$ cat src/rtl/regfile_2w2r_sweep.sv
// Parametrised two-write / two-read register file with optional hardwired-zero
// R0, optional same-cycle write-to-read forwarding, and a sweep-clear engine
// that zeroes the array one entry per clock without using RESET.
module regfile_2w2r_sweep #(
   parameter int DATA_W  = 8,
   parameter int ADDR_W  = 3,
   parameter int ZERO_R0 = 0,
   parameter int BYPASS  = 0
) (
   input  logic              CLK,
   input  logic              RESET,
   input  logic [ADDR_W-1:0] SA,
   input  logic [ADDR_W-1:0] SB,
   output logic [DATA_W-1:0] OUTA,
   output logic [DATA_W-1:0] OUTB,
   input  logic              LDA,
   input  logic [ADDR_W-1:0] DRA,
   input  logic [DATA_W-1:0] DINA,
   input  logic              LDB,
   input  logic [ADDR_W-1:0] DRB,
   input  logic [DATA_W-1:0] DINB,
   input  logic              CLR,
   output logic              BUSY,
   output logic              DROP
);

   localparam int DEPTH = 2 ** ADDR_W;

   typedef enum logic {
      IDLE  = 1'b0,
      SWEEP = 1'b1
   } state_t;

   state_t            state_q;
   logic [ADDR_W-1:0] ptr_q;
   logic              busy_q;
   logic              drop_q;
   logic [DATA_W-1:0] mem_q [DEPTH];
   logic [DATA_W-1:0] mem_d [DEPTH];

   logic wr_a_en;
   logic wr_b_en;
   logic sweep_en;

   assign sweep_en = (state_q == SWEEP);

   // Write acceptance: blocked while sweeping, port A wins a same-address collision.
   always_comb begin
      // NOTE: every output of a combinational block gets a default first so no latch is inferred.
      wr_a_en = LDA && !busy_q;
      wr_b_en = LDB && !busy_q && !(LDA && (DRA == DRB));
      if (ZERO_R0 != 0) begin
         if (DRA == '0) wr_a_en = 1'b0;
         if (DRB == '0) wr_b_en = 1'b0;
      end
   end

   // Next array contents: sweep clear, else port A, else port B.
   always_comb begin
      for (int i = 0; i < DEPTH; i++) begin
         mem_d[i] = mem_q[i];
         if (sweep_en && (ptr_q == ADDR_W'(i))) begin
            mem_d[i] = '0;
         end else if (wr_a_en && (DRA == ADDR_W'(i))) begin
            mem_d[i] = DINA;
         end else if (wr_b_en && (DRB == ADDR_W'(i))) begin
            mem_d[i] = DINB;
         end
      end
   end

   // Register array storage.
   always_ff @(posedge CLK or posedge RESET) begin
      // NOTE: the array must come up zeroed on RESET, so it lives in flops with an async reset, not in a RAM macro.
      if (RESET) begin
         for (int i = 0; i < DEPTH; i++) begin
            mem_q[i] <= '0;
         end
      end else begin
         // NOTE: sequential state uses non-blocking assignments so every flop samples pre-edge values.
         for (int i = 0; i < DEPTH; i++) begin
            mem_q[i] <= mem_d[i];
         end
      end
   end

   // Sweep-clear FSM with registered BUSY and DROP.
   always_ff @(posedge CLK or posedge RESET) begin
      if (RESET) begin
         state_q <= IDLE;
         ptr_q   <= '0;
         busy_q  <= 1'b0;
         drop_q  <= 1'b0;
      end else begin
         drop_q <= busy_q && (LDA || LDB);
         case (state_q)
            IDLE: begin
               if (CLR) begin
                  state_q <= SWEEP;
                  ptr_q   <= '0;
                  busy_q  <= 1'b1;
               end
            end
            SWEEP: begin
               ptr_q <= ptr_q + ADDR_W'(1);
               if (ptr_q == ADDR_W'(DEPTH - 1)) begin
                  state_q <= IDLE;
                  busy_q  <= 1'b0;
               end
            end
            default: begin
               state_q <= IDLE;
               busy_q  <= 1'b0;
            end
         endcase
      end
   end

   // Read port A: stored value, optionally forwarded write data, R0 forced to zero.
   always_comb begin
      OUTA = mem_q[SA];
      if (BYPASS != 0) begin
         if (wr_a_en && (DRA == SA)) begin
            OUTA = DINA;
         end else if (wr_b_en && (DRB == SA)) begin
            OUTA = DINB;
         end
      end
      if ((ZERO_R0 != 0) && (SA == '0)) OUTA = '0;
   end

   // Read port B: same structure as port A, independent address.
   always_comb begin
      OUTB = mem_q[SB];
      if (BYPASS != 0) begin
         if (wr_a_en && (DRA == SB)) begin
            OUTB = DINA;
         end else if (wr_b_en && (DRB == SB)) begin
            OUTB = DINB;
         end
      end
      if ((ZERO_R0 != 0) && (SB == '0)) OUTB = '0;
   end

   assign BUSY = busy_q;
   assign DROP = drop_q;

endmodule

$ cat config.mk
export PLATFORM = sky130hd
export DESIGN_NAME = regfile_2w2r_sweep
export DESIGN_NICKNAME = d
export VERILOG_FILES = /design/src/rtl/regfile_2w2r_sweep.sv
export SDC_FILE = /design/constraint.sdc
export NUM_CORES = 1
export LEC_CHECK = 0
export BUFFER_PORTS_ARGS = -buffer_cell sky130_fd_sc_hd__buf_2
export CELL_PAD_IN_SITES_DETAIL_PLACEMENT = 0
export CELL_PAD_IN_SITES_GLOBAL_PLACEMENT = 2
export CORE_MARGIN = 3
export CORE_UTILIZATION = 38
export DETAILED_ROUTE_END_ITERATION = 10
export PLACE_DENSITY = 0.9
export SETUP_SLACK_MARGIN = 0.1
export SLEW_MARGIN = 20
export SYNTH_ARGS = -nofsm -noshare
export SYNTH_HDL_FRONTEND = slang
export SYNTH_SLANG_ARGS = --single-unit
$ cat constraint.sdc
create_clock -name CLK -period 3.2 [get_ports CLK]
set_clock_uncertainty 0.15 [all_clocks]
set_input_delay 0.8 -clock CLK [delete_from_list [all_inputs] [get_ports CLK]]
set_output_delay 0.8 -clock CLK [all_outputs]
set_load 0.1 [all_outputs]
Word-level counts from Yosys, hierarchy flattened:

Cells that the tools add are included.

* register bits: 70
* output and inout port bits: 18
* word-level logic and storage cells: 124

* add/subtract/negate cells: 1
* order comparisons: 2
* equality and inequality tests: 24
* mux-type cells: 38
* bitwise operators: 3
* reductions and logical operators: 44

Operator list (count)
* $mux W8: 28
* $bmux W8 S3: 2
* $eq A3 B3 Y1 const B: 12
* $logic_and A1 B1 Y1: 29
* $reduce_bool A3 Y1: 8
* $eq A3 B2 Y1 const B: 6
* $eq A3 B1 Y1 const B: 3
* $logic_not A3 Y1: 3
* $ge A4 B4 Y1 const B: 2
* $not A3 Y4: 2
* $pmux W3 S2: 1
* $mux W1: 4
* $pmux W1 S2: 2
* $add A3 B1 Y3 const B: 1
* $eq A3 B3 Y1: 1
* $mux W3: 1
* $logic_not A1 Y1: 2
* $ne A2 B1 Y1 const B: 1
* $ne A2 B2 Y1 const B: 1
* $reduce_and A2 Y1: 1
* $logic_or A1 B1 Y1: 1
* $not A1 Y1: 1

Depth between registers and ports, before layout:

Gate-level depths: netlist of the first run.

* word-level depth: 8
* gate-level depth with buffers: 6

Least setup slack after synthesis of the first run:

No wires, ideal clock.

* path kind: in2out
* start: in SA[0]
* end: out OUTA[0]
* data arrival time: 2.320 ns
* required time: 2.250 ns
* slack: -0.070 ns
* cell stages on the path: 4
* path buffers: 2
* cell sequence: buf_2 buf_2 mux4_2 mux2_2

* word-level cells in the longest chain between the ends: 4

RTL lines
* start, declared: RTL line 12 `input logic [ADDR_W-1:0] SA,`
* $not A3 Y4 (implied by the code): RTL line 121 `OUTA = mem_q[SA];`
* $bmux W8 S3: RTL line 121
* $mux W8 (implied by the code) (2 in a row): RTL line 121
* end, declared: RTL line 14 `output logic [DATA_W-1:0] OUTA,`

No other way between the ends. The select of a mux whose other input is x is not followed.

Worst setup path after layout of the first run:

* start: in SA[0]
* end: out OUTA[7]

Same word-level chain as after synthesis.

==> results of run 1 <==
-- what timing repair did --
action | in CTS | in global routing
gates resized for setup | 15 | 13
gates cloned | 0 | 0
setup endpoints to repair | 14 | 11
-- worst min-delay path by stage --
stage          startpoint  cells past startpoint  slack, ps         to
6_report            RESET                      2        360  mem_q[25]
5_1_grt             RESET                      2        400  mem_q[25]
4_1_cts             RESET                      2        370   mem_q[7]
3_5_place_dp     ptr_q[0]                      1        410   ptr_q[0]
3_3_place_gp     ptr_q[0]                      1        370   ptr_q[0]
2_1_floorplan    ptr_q[0]                      1        340   ptr_q[0]
-- layer usage --
metal | wire [um] | vias to the layer above | share of wire | GRT usage
met2 | 7860 | 271 | 0.48 | 0.377
met3 | 1480 | 37 | 0.090 | 0.0469
met5 | 0 | - | 0 | 0
met4 | 378 | 0 | 0.023 | 0.0782
met1 | 6820 | 2294 | 0.41 | 0.329
li1 | - | 2042 | - | -
-- power by group --
part	internal, mW	switching [mW]	total [mW]
logic	0.940	1.59	2.53
registers	1.26	0.340	1.60
clock network	0.746	0.389	1.13
total	2.95	2.32	5.26
-- registers in the layout, summed over array words and instances (netlist names) --
signal / count
mem_q: 64
state_q: 1
BUSY: 1
DROP: 1
ptr_q: 3
-- logic make-up after synthesis --
| family | synth area share |
|---|---|
| AOI/OAI and AO/OA | 0.235 |
| and+or+nand+nor | 0.138 |
| DFF | 0.364 |
| buffers and inverters | 0.0526 |
| muxes | 0.187 |
| adders and majority gates | 0.0156 |
| xor gates and xnor gates | 0.00677 |
-- worst max-delay path, stage by stage --
cell    delay, ps
buf_2         120
buf_4         180
mux4_2        550
mux2_4        300
buf_6         190
-- cells in the final DEF, fill, tap and decap left out, drive strengths merged --
cell type | netlist | routed
and3b | 3 | 3
nand2b | 2 | 2
or3b | 1 | 1
o31ai | 2 | 2
o22ai | 1 | 1
clkinv | 0 | 1
nor2b | 4 | 4
a21oi | 2 | 2
clkbuf | 24 | 13
or2 | 1 | 1
nand2 | 25 | 25
o21a | 1 | 1
mux4 | 32 | 32
inv | 7 | 7
o41ai | 1 | 1
nor2 | 9 | 9
o21ai | 130 | 130
buf | 21 | 70
nand3b | 1 | 1
o41a | 1 | 1
nand3 | 10 | 10
or4 | 1 | 1
xor2 | 2 | 2
nor3 | 1 | 1
nor3b | 2 | 2
or3 | 15 | 15
nand4 | 44 | 44
bufinv | 0 | 2
o31a | 1 | 1
a31oi | 62 | 62
ha | 6 | 6
dfrtp | 70 | 70
mux2 | 16 | 16
-- metrics by stage --
step	cells	worst slack [ps]
finish	707	120
global route	707	88.6
CTS	707	84.9
detailed placement	691	34.5
global placement	691	74.1
floorplan	498	140
-- final cells by class --
class	count	area, um2	share of cell area
tap	168	210	0.0365
clock buffer	13	270	0.0469
inverter	7	26.3	0.00456
clock inverter	3	65.1	0.0113
sequential	70	1750	0.304
multi-input combinational	376	2870	0.499
timing repair buffer	70	566	0.0982
==> results.md, run 1 <==
* Pwr Total at 5.26 mW
* Longest Clk Path Bufs at 2
* DP Area at 0.00535 mm2
* Worst R2R Path Depth at 4
* Pin count of the biggest net entering global routing at 49
* Final period utilization at 0.962
* Routed length per instance at 23.4 um
* Initial drt markers at 490
* Top cell type's share of synthesized area at 0.364
* Status: finished, final reports clean
* Hold buffers post-CTS at 0
* Max-cap violations at 0
* Vias in the first global route at 4491
* PD cells at 914 mW/mm2
* Leak at 2.30 nW
* DIE AREA at 0.0140 mm2
* I/O pin count at 51
* Largest area contributor in the netlist: dfrtp_1
* Distinct cell type count after synthesis at 37
* Synthesized area per cell at 9.66 um2
* Mapped Cells at 498
* Number of flops mapped to enable cells by yosys at 0
* Setup slack, reg-to-reg at 1080 ps
* Ant diodes at 0
* Setup violations, final at 0
* Clk sinks at 70
* Critical path class: input pin to output pin
* Sequential area share after synthesis at 0.364
* Reg-to-Reg Start: BUSY
* First-pass GRT wire length at 26.2 mm
* Most frequent cells after synthesis: 93 x o21ai_0, 70 x dfrtp_1, 62 x a31oi_1, 44 x nand4_1, 37 x o21ai_1
* GRT overflow at 0
* Fillers at 1153
* Crit. End Element: output pin
* HP Class: input pin to asynchronous set/reset pin
* Worst slew pin tran at 718 ps
* Critical Path End: OUTA[7]
* Share of post-route cells with drive strength above 1 at 0.260
* Setup TNS at 0 ps
* Cts bufs inserted at 9
* GP Congestion at 0.841
* Vias per cell at 6.57
* HPWL Detailed at 11.5 mm
* Peak supply drop at 0.581 mV
* Critical Path Start: SA[0]
* Yosys warns at 0
* Row count at 40
* Yosys reg bits at 70
* Clk Latency, worst-skew pair at 330 ps
* Fin nets at 573
* Reg clk slew, reported paths at 60 ps
* Routed Antenna Nets at 0
* Initial antenna violation count at 0
* Worst slew margin at 0.521
* Top post-synthesis cells by area: dfrtp_1 36%, mux4_2 15%, o21ai_0 9.7%
* Post-CTS Setup Repair Bufs at 0
* DRT Pass-1 Iters at 6
* Initial Util at 0.394
* Synth Cell Area at 0.00481 mm2
* Pins Over Slew Limit at 0
* Top-count cell post-synth: o21ai_0
* Die Y at 118 um
* R2R Path End: mem_q[12]
* Final instance area at 0.00576 mm2
* Detailed Route WL at 16.5 mm
* Final hold violation count at 0
* CP arrival at 2130 ps
* Via count at 4644
* Hold slack at 356 ps
* CTS root buffer: clkbuf_16
* Die width at 118 um
* Post-route minimum period at 3080 ps
* # DRC at 0
* Core ar. at 0.0122 mm2
* Gr usage total at 0.238
* Syn Nets at 537
* H-Tree Depth at 3
* RSZ-0062 raised after global routing: true
* P&R area growth vs syn at 19.8%
* CTS tree: done
* Port bufs at 50
* Fmax achieved at 325 MHz
* Startpoint Class: input pin
* Prevailing post-synth register cell: dfrtp_1
* Critical Path RT at 2250 ps
* Async set or reset register ratio after synthesis at 1.00
* Fin util at 0.472
* Crit path max fanout at 5
(Power assumes the default switching activity.)
==> run 2: changes to the inputs <==
==> constraint.sdc (replaced) <==
create_clock -name CLK -period 3.2 [get_ports CLK]
set_clock_uncertainty 0.15 [all_clocks]
set_input_delay 0.32 -clock CLK [delete_from_list [all_inputs] [get_ports CLK]]
set_output_delay 0.32 -clock CLK [all_outputs]
set_load 0.1 [all_outputs]
==> results.md, run 2 (same netlist as run 1, synthesis figures left out) <==
* Share of post-route cells with drive strength above 1 at 0.245
* Worst slew pin tran at 852 ps
* Most frequent cells in the layout: 93 x o21ai_0, 70 x dfrtp_1, 62 x a31oi_1
* Final instance area at 0.00545 mm2
* Pins Over Slew Limit at 0
* Post-CTS Setup Repair Bufs at 0
* Met2 WL post-DR at 8.02 mm
* Port bufs at 50
* H-Tree Depth at 3
* Post-route minimum period at 2430 ps
* Non-Filler Instances at 698
* Critical Path Start: SA[0]
* HPWL Detailed at 11.4 mm
* Pre-CTS WS at 721 ps
* Startpoint Class: input pin
* Critical Path End: OUTA[5]
* Die width at 118 um
* Max FFs per register at 64
* Clk Latency, worst-skew pair at 340 ps
* HP Class: input pin to flop
* Ant diodes at 0
* RSZ-0062 raised after global routing: false
* I/O pin count at 51
* Hold slack at 52.8 ps
* Largest Register: mem_q
* Longest Clk Path Bufs at 2
* Crit path max fanout at 16
* CP max-delay cell: mux4_2
* Reg clk slew, reported paths at 60 ps
* Pwr Total at 4.95 mW
* Most common cell after layout, fill and taps aside: o21ai_0
* Worst slew margin at 0.427
* # DRC at 0
* Via count at 4641
* GP Congestion at 0.824
* Detailed Route WL at 16.5 mm
* Vias in the first global route at 4519
* Hold Crit Start: CLR
* Max-cap violations at 0
* Clk sinks at 70
* Critical path class: input pin to output pin
* Top Family by Delay on Critical Path: multiplexers
* Final period utilization at 0.758
* Biggest regs: mem_q: 64 flops, ptr_q: 3 flops
* Peak supply drop at 0.604 mV
* Status: finished, final reports clean
* GRT overflow at 0
* Cts bufs inserted at 9
* Hold buffers post-CTS at 1
* Top Layer Used: met4
* Inst Count DP at 681
* Initial Util at 0.394
* Initial drt markers at 432
* Setup slack, reg-to-reg at 1000 ps
* Leak at 2.14 nW
* Row count at 40
* Crit. End Element: output pin
* DRT Pass-1 Iters at 6
* First-pass GRT wire length at 25.9 mm
* Critical Path RT at 2730 ps
* PostCTS Resize Cnt at 0
* Worst R2R Path Depth at 6
* Vias per cell at 6.65
* Setup violations, final at 0
* R2R Path End: mem_q[41]
* PD cells at 909 mW/mm2
* Initial antenna violation count at 0
* CP Cell Sequence: buf_2 > mux4_2 > mux2_2 > buf_2
* Fmax achieved at 412 MHz
* Die Y at 118 um
* Reg-to-Reg Start: BUSY
* CTS tree: done
* Setup TNS at 0 ps
* Fin util at 0.446
* WL met1 at 6.76 mm
* Final hold violation count at 0
* Fin nets at 564
* Routed length per instance at 23.6 um
* Gr usage total at 0.236
* CP Buf/Inv Count at 2
* CTS root buffer: clkbuf_16
* Top cell by count, worst path: buf_2
* Core ar. at 0.0122 mm2
* CP arrival at 1960 ps
* DP Area at 0.00514 mm2
* P&R area growth vs syn at 13.3%
* WP depth at 4
* Max incr delay on CP at 590 ps
* Met3 WL at 1.42 mm
* Pin count of the biggest net entering global routing at 39
* DIE AREA at 0.0140 mm2
* Setup WS post-layout at 774 ps
* Routed Antenna Nets at 0
-- run 2: cell types whose count changed in the layout (fill, tap and decap cells not counted), sizes merged --
cell,previous run,this run
dlygate4sd3,0,1
clkinv,1,2
buf,70,60
clkbuf,13,11
clkinvlp,0,2
bufinv,2,1
-- run 2: worst min path at each step --
stage / slack (ps) / to / depth (start not counted)
floorplan: 260 / ptr_q[1] / 1
global placement: 350 / mem_q[39] / 2
detailed placement: 340 / mem_q[55] / 2
CTS: 40 / ptr_q[2] / 2
global route: 50 / ptr_q[1] / 2
finish: 50 / ptr_q[2] / 2
-- run 2: routing by layer --
metal	up-vias	GRT usage
met5	-	0
met4	0	0.0601
met3	32	0.0483
met2	277	0.395
met1	2305	0.315
li1	2027	-
-- run 2: area by class of cell --
| cell class | instances | area (um2) |
|---|---|---|
| clock buffers | 11 | 243 |
| clock inverters | 5 | 58.8 |
| fillers | 1209 | 6760 |
| inverters | 7 | 26.3 |
| multi-input cells | 376 | 2810 |
| flip-flops and latches | 70 | 1750 |
| well taps | 168 | 210 |
| repair buffers | 61 | 348 |
-- run 2: report_power, final --
part	leakage (nW)	switching (mW)	internal, mW
sequential	0.921	0.354	1.26
clock	0.142	0.397	0.625
combinational	1.08	1.54	0.771
total	2.14	2.29	2.66
